File: src/rtl/booth_seq_mult.sv
// booth_seq_mult: iterative radix-4 Booth mantissa multiplier, one digit per clock
// through a shared digit selector into a shifting accumulator; 48-bit unsigned product.

module booth_digit_sel #(
    parameter int FRAC_W = 23
) (
    input  logic [2:0]        i_x,
    input  logic [FRAC_W-1:0] i_y,
    output logic [FRAC_W+1:0] o_pp,
    output logic              o_neg
);
    logic              w_one;
    logic              w_two;
    logic [FRAC_W+1:0] w_mag;
    // One's-complement partial product; the caller supplies the +1 via o_neg.
    always_comb begin
        w_one = i_x[1] ^ i_x[0];
        w_two = (i_x == 3'b011) || (i_x == 3'b100);
        w_mag = w_one ? {2'b01, i_y} : w_two ? {1'b1, i_y, 1'b0} : '0;
        o_neg = i_x[2] & ~(i_x[1] & i_x[0]);
        o_pp  = o_neg ? ~w_mag : w_mag;
    end
endmodule

module booth_seq_mult #(
    parameter int FRAC_W = 23
) (
    input  logic                  clk,
    input  logic                  rst,
    input  logic                  in_valid,
    output logic                  in_ready,
    input  logic [FRAC_W-1:0]     a_frac,
    input  logic [FRAC_W-1:0]     b_frac,
    input  logic                  abort,
    output logic                  busy,
    output logic                  out_valid,
    input  logic                  out_ready,
    output logic [2*FRAC_W+1:0]   product
);
    localparam int NDIG = (FRAC_W + 3) / 2;
    localparam int M_W  = FRAC_W + 4;
    localparam int PP_W = FRAC_W + 2;
    localparam int HI_W = FRAC_W + 5;
    localparam int LO_W = 2 * NDIG;
    localparam int P_W  = 2 * FRAC_W + 2;
    localparam logic [1:0] S_IDLE = 2'd0;
    localparam logic [1:0] S_RUN  = 2'd1;
    localparam logic [1:0] S_DONE = 2'd2;

    logic [1:0]        r_state;
    logic [3:0]        r_k;
    logic [FRAC_W-1:0] r_a;
    logic [M_W-1:0]    r_m;
    logic [HI_W-1:0]   r_hi;
    logic [LO_W-1:0]   r_lo;
    logic [P_W-1:0]    r_product;
    logic [PP_W-1:0]   w_pp;
    logic              w_neg;
    logic [HI_W-1:0]   w_sum;
    logic [HI_W-1:0]   w_hi;
    logic [LO_W-1:0]   w_lo;
    logic              w_last;

    // r_m shifts right two bits per digit, so the current digit is always r_m[2:0].
    booth_digit_sel #(.FRAC_W(FRAC_W)) u_sel (
        .i_x   (r_m[2:0]),
        .i_y   (r_a),
        .o_pp  (w_pp),
        .o_neg (w_neg)
    );

    always_comb begin
        w_sum  = r_hi + {{(HI_W-PP_W){w_neg}}, w_pp} + HI_W'(w_neg);
        w_hi   = {{2{w_sum[HI_W-1]}}, w_sum[HI_W-1:2]};
        w_lo   = {w_sum[1:0], r_lo[LO_W-1:2]};
        w_last = r_k == 4'(NDIG - 1);
    end

    assign in_ready  = r_state == S_IDLE;
    assign busy      = r_state == S_RUN;
    assign out_valid = r_state == S_DONE;
    assign product   = r_product;

    always_ff @(posedge clk) begin
        if (rst) begin
            r_state   <= S_IDLE;
            r_k       <= '0;
            r_a       <= '0;
            r_m       <= '0;
            r_hi      <= '0;
            r_lo      <= '0;
            r_product <= '0;
        end else if (r_state == S_IDLE) begin
            if (in_valid) begin
                r_a     <= a_frac;
                r_m     <= {2'b00, 1'b1, b_frac, 1'b0};
                r_hi    <= '0;
                r_lo    <= '0;
                r_k     <= '0;
                r_state <= S_RUN;
            end
        end else if (r_state == S_RUN) begin
            if (abort) begin
                r_state <= S_IDLE;
            end else begin
                r_hi <= w_hi;
                r_lo <= w_lo;
                r_m  <= r_m >> 2;
                r_k  <= r_k + 4'd1;
                if (w_last) begin
                    r_state   <= S_DONE;
                    r_product <= {w_hi[P_W-LO_W-1:0], w_lo};
                end
            end
        end else if (r_state == S_DONE) begin
            if (out_ready) r_state <= S_IDLE;
        end else begin
            r_state <= S_IDLE;
        end
    end

    // The product is below 2^48, so accumulator bits above it must be clear.
    a_hi_clear: assert property (@(posedge clk) disable iff (rst)
        (r_state == S_DONE) |-> (r_hi[HI_W-1:P_W-LO_W] == '0));
endmodule

File: config.mk
export PLATFORM = sky130hd
export DESIGN_NAME = booth_seq_mult
export DESIGN_NICKNAME = d
export VERILOG_FILES = /design/src/rtl/booth_seq_mult.sv
export SDC_FILE = /design/constraint.sdc
export NUM_CORES = 1
export LEC_CHECK = 0
export BUFFER_PORTS_ARGS = -buffer_cell sky130_fd_sc_hd__buf_2
export CORE_MARGIN = 1
export CORE_UTILIZATION = 45
export CTS_CLUSTER_SIZE = 28
export DETAILED_ROUTE_END_ITERATION = 10
export PLACE_DENSITY_LB_ADDON = 0.25
export SLEW_MARGIN = 20
export SYNTH_ARGS = -nofsm -noshare
export SYNTH_HDL_FRONTEND = slang
export SYNTH_SLANG_ARGS = --single-unit
File: constraint.sdc
create_clock -name clk -period 6.6 [get_ports clk]
set_input_delay 0.66 -clock clk [delete_from_list [all_inputs] [get_ports clk]]
set_output_delay 0.66 -clock clk [all_outputs]
set_load 0.01 [all_outputs]
==> reports/qor.txt, run 1 <==
GRT overflow: 0
Critical path fanouts, max: 26
Synthesized area: 7450 um^2
Iter 0 DRT Violations: 559
# rows: 46
Drt drc: 0
Vias: 6823
Fill cells: 1595
Tot GR Track Use: 23.1%
Drt wl/cell: 15.6 um
Critical Path, Cell by Cell: inv_1, ha_1, nor2_1, buf_4, a22oi_1, xnor2_1, ha_1, a21oi_1, o21ai_0, a211oi_2, a21oi_1, a2111oi_1, o32ai_1, a21o_1
Final critical-path required period: 4630 ps
Layout cells sized above 1: 15.4%
Antenna viol nets, final: 0
Largest net degree at the start of global routing: 80
WL final: 19000 um
Largest family of logic cells by synthesized area: compound AO/OA/AOI/OAI gates
Sequential element share of the synthesized area: 40.9%
Min-delay src: product[20]
Clk sinks: 152
WHS Endpoint: product[20]
Mux cell area share after synthesis: 0.403%
Final Max Tran Viols: 0
R2r worst-path depth: 14
Cells after Synth: 932
Post-Route Setup TNS: 0 ps
R2r endpoint: r_hi[22]
Die area: 17100 um^2
Total CTS buffers: 17
Antenna violations before repair: 0
Max stage delay cell, worst path: nor2_1
Area occupied by registers: 3040 um^2
Clock slew at reported path FFs: 70 ps
Via-per-instance ratio: 5.60
PostCTS Resize Cnt: 0
Fmax: 216 MHz
VDD IR-drop max: 0.000188 V
Simple-gate area share of the yosys netlist: 19.0%
Setup Skew: 14.9 ps
Power per cell area: 266 nW/um^2
Final hold vios: 0
CTS root buf: clkbuf_16
CTS tree: built
Final HPWL from detailed placement: 12800 um
Core ar.: 16000 um^2
Synth Area in Compound Gates: 24.8%
Post-synth ARST share: 0%
Global-route wire length before repair: 30600 um
CP top delay family: compound AO/OA/AOI/OAI gates
Layout Nets: 1071
Diode count: 0
#FFs+latches synth: 152
Synth Net Count: 1014
Setup CP Type: flop to flop
Worst path max stage delay: 670 ps
Initial core utilization: 46.5%
Slew headroom: 31.1%
Leak: 3.45 nW
YS warnings: 0
Syn Area/Cell: 7.99 um^2
Cells on Worst Hold Path: 2
Router iterations before antenna repair: 5
Worst Hold Class: flop to flop
Endpoints failing setup: 0
Startpoint Class: flop
H-tree depth: 4
CP Buf/Inv Count: 2
Critical path depth: 14
Post-CTS Hold Fix Bufs: 0
Die height: 131 um
Die X: 131 um
Status: complete, no violations
Critical path endpoint category: flop
Post-synth EDFFs: 0
Final GP Congestion: 0.946
Number of max-cap violations: 0
Layout overhead on the synthesized area: 16.7%
Distinct cells, synth: 58
Slew @ Worst Pin: 1030 ps
Synth Area in Adders: 5.31%
Fraction of synthesized cell area in xor and xnor cells: 5.18%
Unrepaired setup endpoints after global routing: no
CP required: 6930 ps
Port Buffers: 101
RR Startpoint: r_m[0]
Fin crit share: 70.1%
Clock Latency Late Sink: 440 ps
Vias in the first global route: 6079
Tot Pwr: 0.00231 W
Clock buffer depth: 2
Crit path DAT: 4960 ps
Multi-input logic area: 4100 um^2
R2R setup slack: 1970 ps
Post CTS Setup Buffer Count: 0
Ys flop type: dfxtp_1
Num ports: 102
synthesized netlist by cell type (4+ instances only):
cell | n | area share, %
a211oi_1 | 6 | 0.60
a21o_1 | 6 | 0.60
a21oi_1 | 90 | 6.0
a22o_1 | 7 | 0.82
a22oi_1 | 56 | 5.6
a311oi_1 | 22 | 2.6
a31oi_1 | 12 | 1.0
and2_1 | 4 | 0.34
buf_1 | 5 | 0.25
buf_2 | 4 | 0.27
clkbuf_1 | 62 | 3.1
dfxtp_1 | 152 | 41
ha_1 | 30 | 5.0
inv_1 | 11 | 0.55
nand2_1 | 178 | 9.0
nand2b_1 | 4 | 0.34
nand3_1 | 10 | 0.67
nand3b_1 | 4 | 0.40
nor2_1 | 91 | 4.6
nor2b_1 | 8 | 0.67
nor3_1 | 12 | 0.81
nor4_1 | 4 | 0.34
o211ai_1 | 4 | 0.40
o21ai_0 | 49 | 3.3
o31ai_1 | 6 | 0.60
xnor2_1 | 26 | 3.1
xor2_1 | 18 | 2.1
cell families (layout without fill, tap and decap cells):
logic type               count (synthesis)  after routing
AO/OA/AOI/OAI                          284            284
XOR/XNOR                                44             44
adder cells (fa/ha/maj)                 31             31
buffers and inverters                   84            154
flip-flops                             152            152
multiplexers                             3              3
AND/OR/NAND/NOR                        334            334
how the worst max path moves through the flow:
stage / endpoint / from / slack (ps)
2_1_floorplan: r_hi[24] / r_m[0] / 2970
3_3_place_gp: r_hi[22] / r_m[0] / 2110
3_5_place_dp: r_hi[22] / r_m[0] / 2020
4_1_cts: r_hi[22] / r_m[0] / 2000
5_1_grt: r_hi[22] / r_m[0] / 1480
6_report: r_hi[22] / r_m[0] / 1970
where the power goes:
group / switching, W / internal, W / leakage (nW)
Sequential: 0.0000231 / 0.000946 / 1.23
Clock: 0.000433 / 0.000612 / 0.304
Combinational: 0.000193 / 0.000106 / 1.91
placed cells by master (no fill, tap or decap), types with 4 or more instances in the layout:
master / count
a311oi_1: 22
nand3_1: 10
nand2b_1: 4
a211oi_1: 6
nor4_1: 4
inv_1: 11
and2_1: 4
dfxtp_1: 152
nor2_1: 89
nor2b_1: 6
o21ai_0: 49
buf_4: 10
ha_1: 30
xor2_1: 18
clkbuf_16: 17
nand2_1: 178
nand3b_1: 4
a22o_1: 7
nor3_1: 12
a21o_1: 6
o211ai_1: 4
xnor2_1: 26
inv_6: 5
a31oi_1: 12
buf_2: 100
a22oi_1: 56
o31ai_1: 6
a21oi_1: 90
metrics by stage:
step | utilization [%] | instance area, um^2 | setup slack (ps) | hold WS [ps] | cells
2_1_floorplan | - | 7450 | 2970 | 432 | 932
3_3_place_gp | 50.2 | 8030 | 2110 | 439 | 1185
3_5_place_dp | 50.2 | 8030 | 2020 | 443 | 1185
4_1_cts | 54.1 | 8660 | 2000 | 448 | 1217
5_1_grt | 54.3 | 8690 | 1480 | 449 | 1218
6_report | 54.3 | 8690 | 1970 | 451 | 1218
registers in the layout, indices dropped and copies added (netlist names):
register  flops
r_a          23
r_hi         26
r_m          25
r_k           4
r_state       2
product      48
r_lo         24
tightest hold or removal path, cell delays in order (launching register included):
cell and delay, ps:
dfxtp_1 310, nand2_1 50, a21oi_1 50
routing by layer:
layer | vias to the layer above | GRT usage (%) | wire (um) | part of all wire, %
li1 | 3409 | - | - | -
met1 | 3150 | 30.7 | 8810 | 46
met2 | 243 | 37.0 | 8740 | 46
met3 | 21 | 6.31 | 1170 | 6.2
met4 | 0 | 6.15 | 256 | 1.3
met5 | - | 0 | 0 | 0
cell type report:
| cell class | instances | area share (%) |
|---|---|---|
| tap | 216 | 3.11 |
| clock buffer | 17 | 4.89 |
| clock inverter | 15 | 2.39 |
| sequential | 152 | 35.0 |
| multi-input combinational | 696 | 47.2 |
| inverter | 11 | 0.475 |
| timing repair buffer | 111 | 6.94 |
(Power assumes the default switching activity.)
==> run 2, diff against run 1 <==
==> constraint.sdc (replaced) <==
create_clock -name clk -period 3.8 [get_ports clk]
set_input_delay 0.38 -clock clk [delete_from_list [all_inputs] [get_ports clk]]
set_output_delay 0.38 -clock clk [all_outputs]
set_load 0.01 [all_outputs]
==> reports/qor.txt, run 2 (synthesis gave the netlist of run 1 again) <==
R2r worst-path depth: 14 (unchanged)
Setup Skew: 11.5 ps (was 14.9 ps)
Critical path depth: 14 (unchanged)
Slew headroom: 41.1% (was 31.1%)
Router iterations before antenna repair: 5 (unchanged)
CP top delay family: compound AO/OA/AOI/OAI gates (unchanged)
Max stage delay cell, worst path: or4b_4 (was nor2_1)
Die X: 131 um (unchanged)
Crit path DAT: 3840 ps (was 4960 ps)
Diode count: 0 (unchanged)
PostCTS Resize Cnt: 0 (unchanged)
Clock buffer depth: 2 (unchanged)
Layout overhead on the synthesized area: 18.0% (was 16.7%)
H-tree depth: 4 (unchanged)
Final GP Congestion: 0.903 (was 0.946)
WL final: 19100 um (was 19000 um)
Cells on Worst Hold Path: 3 (was 2)
Worst path max stage delay: 580 ps (was 670 ps)
Clk sinks: 152 (unchanged)
Antenna violations before repair: 2 (was 0)
Setup CP Type: flop to flop (unchanged)
Leak: 3.51 nW (was 3.45 nW)
Non-Filler Instances: 1239 (was 1218)
Final critical-path required period: 3530 ps (was 4630 ps)
Post CTS Setup Buffer Count: 0 (unchanged)
CTS root buf: clkbuf_16 (unchanged)
Startpoint Class: flop (unchanged)
Antenna viol nets, final: 0 (unchanged)
Layout cells sized above 1: 17.4% (was 15.4%)
Port Buffers: 101 (unchanged)
Status: complete, no violations (unchanged)
Tot GR Track Use: 22.9% (was 23.1%)
Final HPWL from detailed placement: 13200 um (was 12800 um)
Tot Pwr: 0.00390 W (was 0.00231 W)
Post-Route Setup TNS: 0 ps (unchanged)
Fin crit share: 93.0% (was 70.1%)
Global-route wire length before repair: 30500 um (was 30600 um)
Layout Nets: 1092 (was 1071)
Final Max Tran Viols: 0 (unchanged)
Clock slew at reported path FFs: 70 ps (about the same)
Post-CTS Hold Fix Bufs: 0 (unchanged)
Number of max-cap violations: 0 (unchanged)
Hold slack: 188 ps (was 451 ps)
Total CTS buffers: 17 (unchanged)
CP Buf/Inv Count: 2 (unchanged)
Via-per-instance ratio: 5.55 (was 5.60)
# rows: 46 (unchanged)
Largest register FFs: 48 (unchanged)
Endpoints failing setup: 0 (unchanged)
Unrepaired setup endpoints after global routing: no (unchanged)
Fmax: 283 MHz (was 216 MHz)
Critical path endpoint category: flop (unchanged)
CTS tree: built (unchanged)
GRT overflow: 0 (unchanged)
Slew @ Worst Pin: 883 ps (was 1030 ps)
Critical Path, Cell by Cell: inv_1, ha_1, nor2_2, buf_6, a22oi_1, xnor2_1, fa_2, a21o_1, a31oi_1, or4b_4, a2111oi_4, nor2_1, o41ai_1, o21ai_1 (was inv_1, ha_1, nor2_1, buf_4, a22oi_1, xnor2_1, ha_1, a21oi_1, o21ai_0, a211oi_2, a21oi_1, a2111oi_1, o32ai_1, a21o_1)
Largest net degree at the start of global routing: 65 (was 80)
Initial core utilization: 46.5% (unchanged)
Commonest cells after routing, fill and taps aside: nand2_1 (178), dfxtp_1 (152), buf_2 (101) (was nand2_1 (178), dfxtp_1 (152), buf_2 (100))
Leading cell type in the layout, fill and taps excluded: nand2_1 (unchanged)
Critical path fanouts, max: 12 (was 26)
Placed cell count: 1206 (was 1185)
Power per cell area: 443 nW/um^2 (was 266 nW/um^2)
Die area: 17100 um^2 (unchanged)
CP required: 4100 ps (was 6930 ps)
Final Util: 54.9% (was 54.3%)
Drt drc: 0 (unchanged)
Final hold vios: 0 (unchanged)
Core ar.: 16000 um^2 (unchanged)
Vias in the first global route: 6252 (was 6079)
Drt wl/cell: 15.4 um (was 15.6 um)
Worst Hold Class: primary input to flop (was flop to flop)
Num ports: 102 (unchanged)
Iter 0 DRT Violations: 378 (was 559)
Clock Latency Late Sink: 430 ps (was 440 ps)
Vias: 6874 (was 6823)
VDD IR-drop max: 0.000349 V (was 0.000188 V)
Die height: 131 um (unchanged)
## run 2: worst register-to-register path, delay by kind of cell (launching register included)
kind,cells,cell delay (ps)
xor+xnor,1,300
simple gates,3,820
buf+inv,2,230
flops,1,350
compound gates,6,1120
fa+ha+maj,2,590
## run 2: worst paths after layout
check               from           to  slack (ps)
min           a_frac[16]      r_a[16]         190
max               r_m[0]     r_hi[24]         270
max reg2reg       r_m[0]     r_hi[24]         270
min reg2reg  product[31]  product[31]         450
## run 2: through the flow
step,setup WS [ps],instance area [um^2]
floorplan,169,7450
global placement,294,8190
detailed placement,196,8190
CTS,190,8770
global route,20.4,8790
finish,267,8790
## run 2: layout make-up
class                      count  area (um^2)
clock buffer                  19          453
clock inverter                13          133
fill                        1598         7210
inverter                      11         41.3
multi-input combinational    696         4110
sequential                   152         3040
tap                          216          270
timing repair buffer         132          742
## run 2: routing by layer
| metal | vias to the layer above | global-route usage, % | share of wire [%] | wire length [um] |
|---|---|---|---|---|
| li1 | 3452 | - | - | - |
| met1 | 3200 | 30.3 | 47 | 9050 |
| met2 | 188 | 36.1 | 45 | 8640 |
| met3 | 30 | 5.99 | 5.6 | 1080 |
| met4 | 4 | 8.11 | 1.8 | 349 |
| met5 | - | 0 | 0.12 | 23 |
## run 2: power by group
| group | internal (W) | leakage (nW) | switching, W |
|---|---|---|---|
| registers | 0.00164 | 1.23 | 0.0000358 |
| logic | 0.000199 | 2.00 | 0.000345 |
| clock network | 0.000952 | 0.276 | 0.000722 |
| total | 0.00279 | 3.51 | 0.00110 |
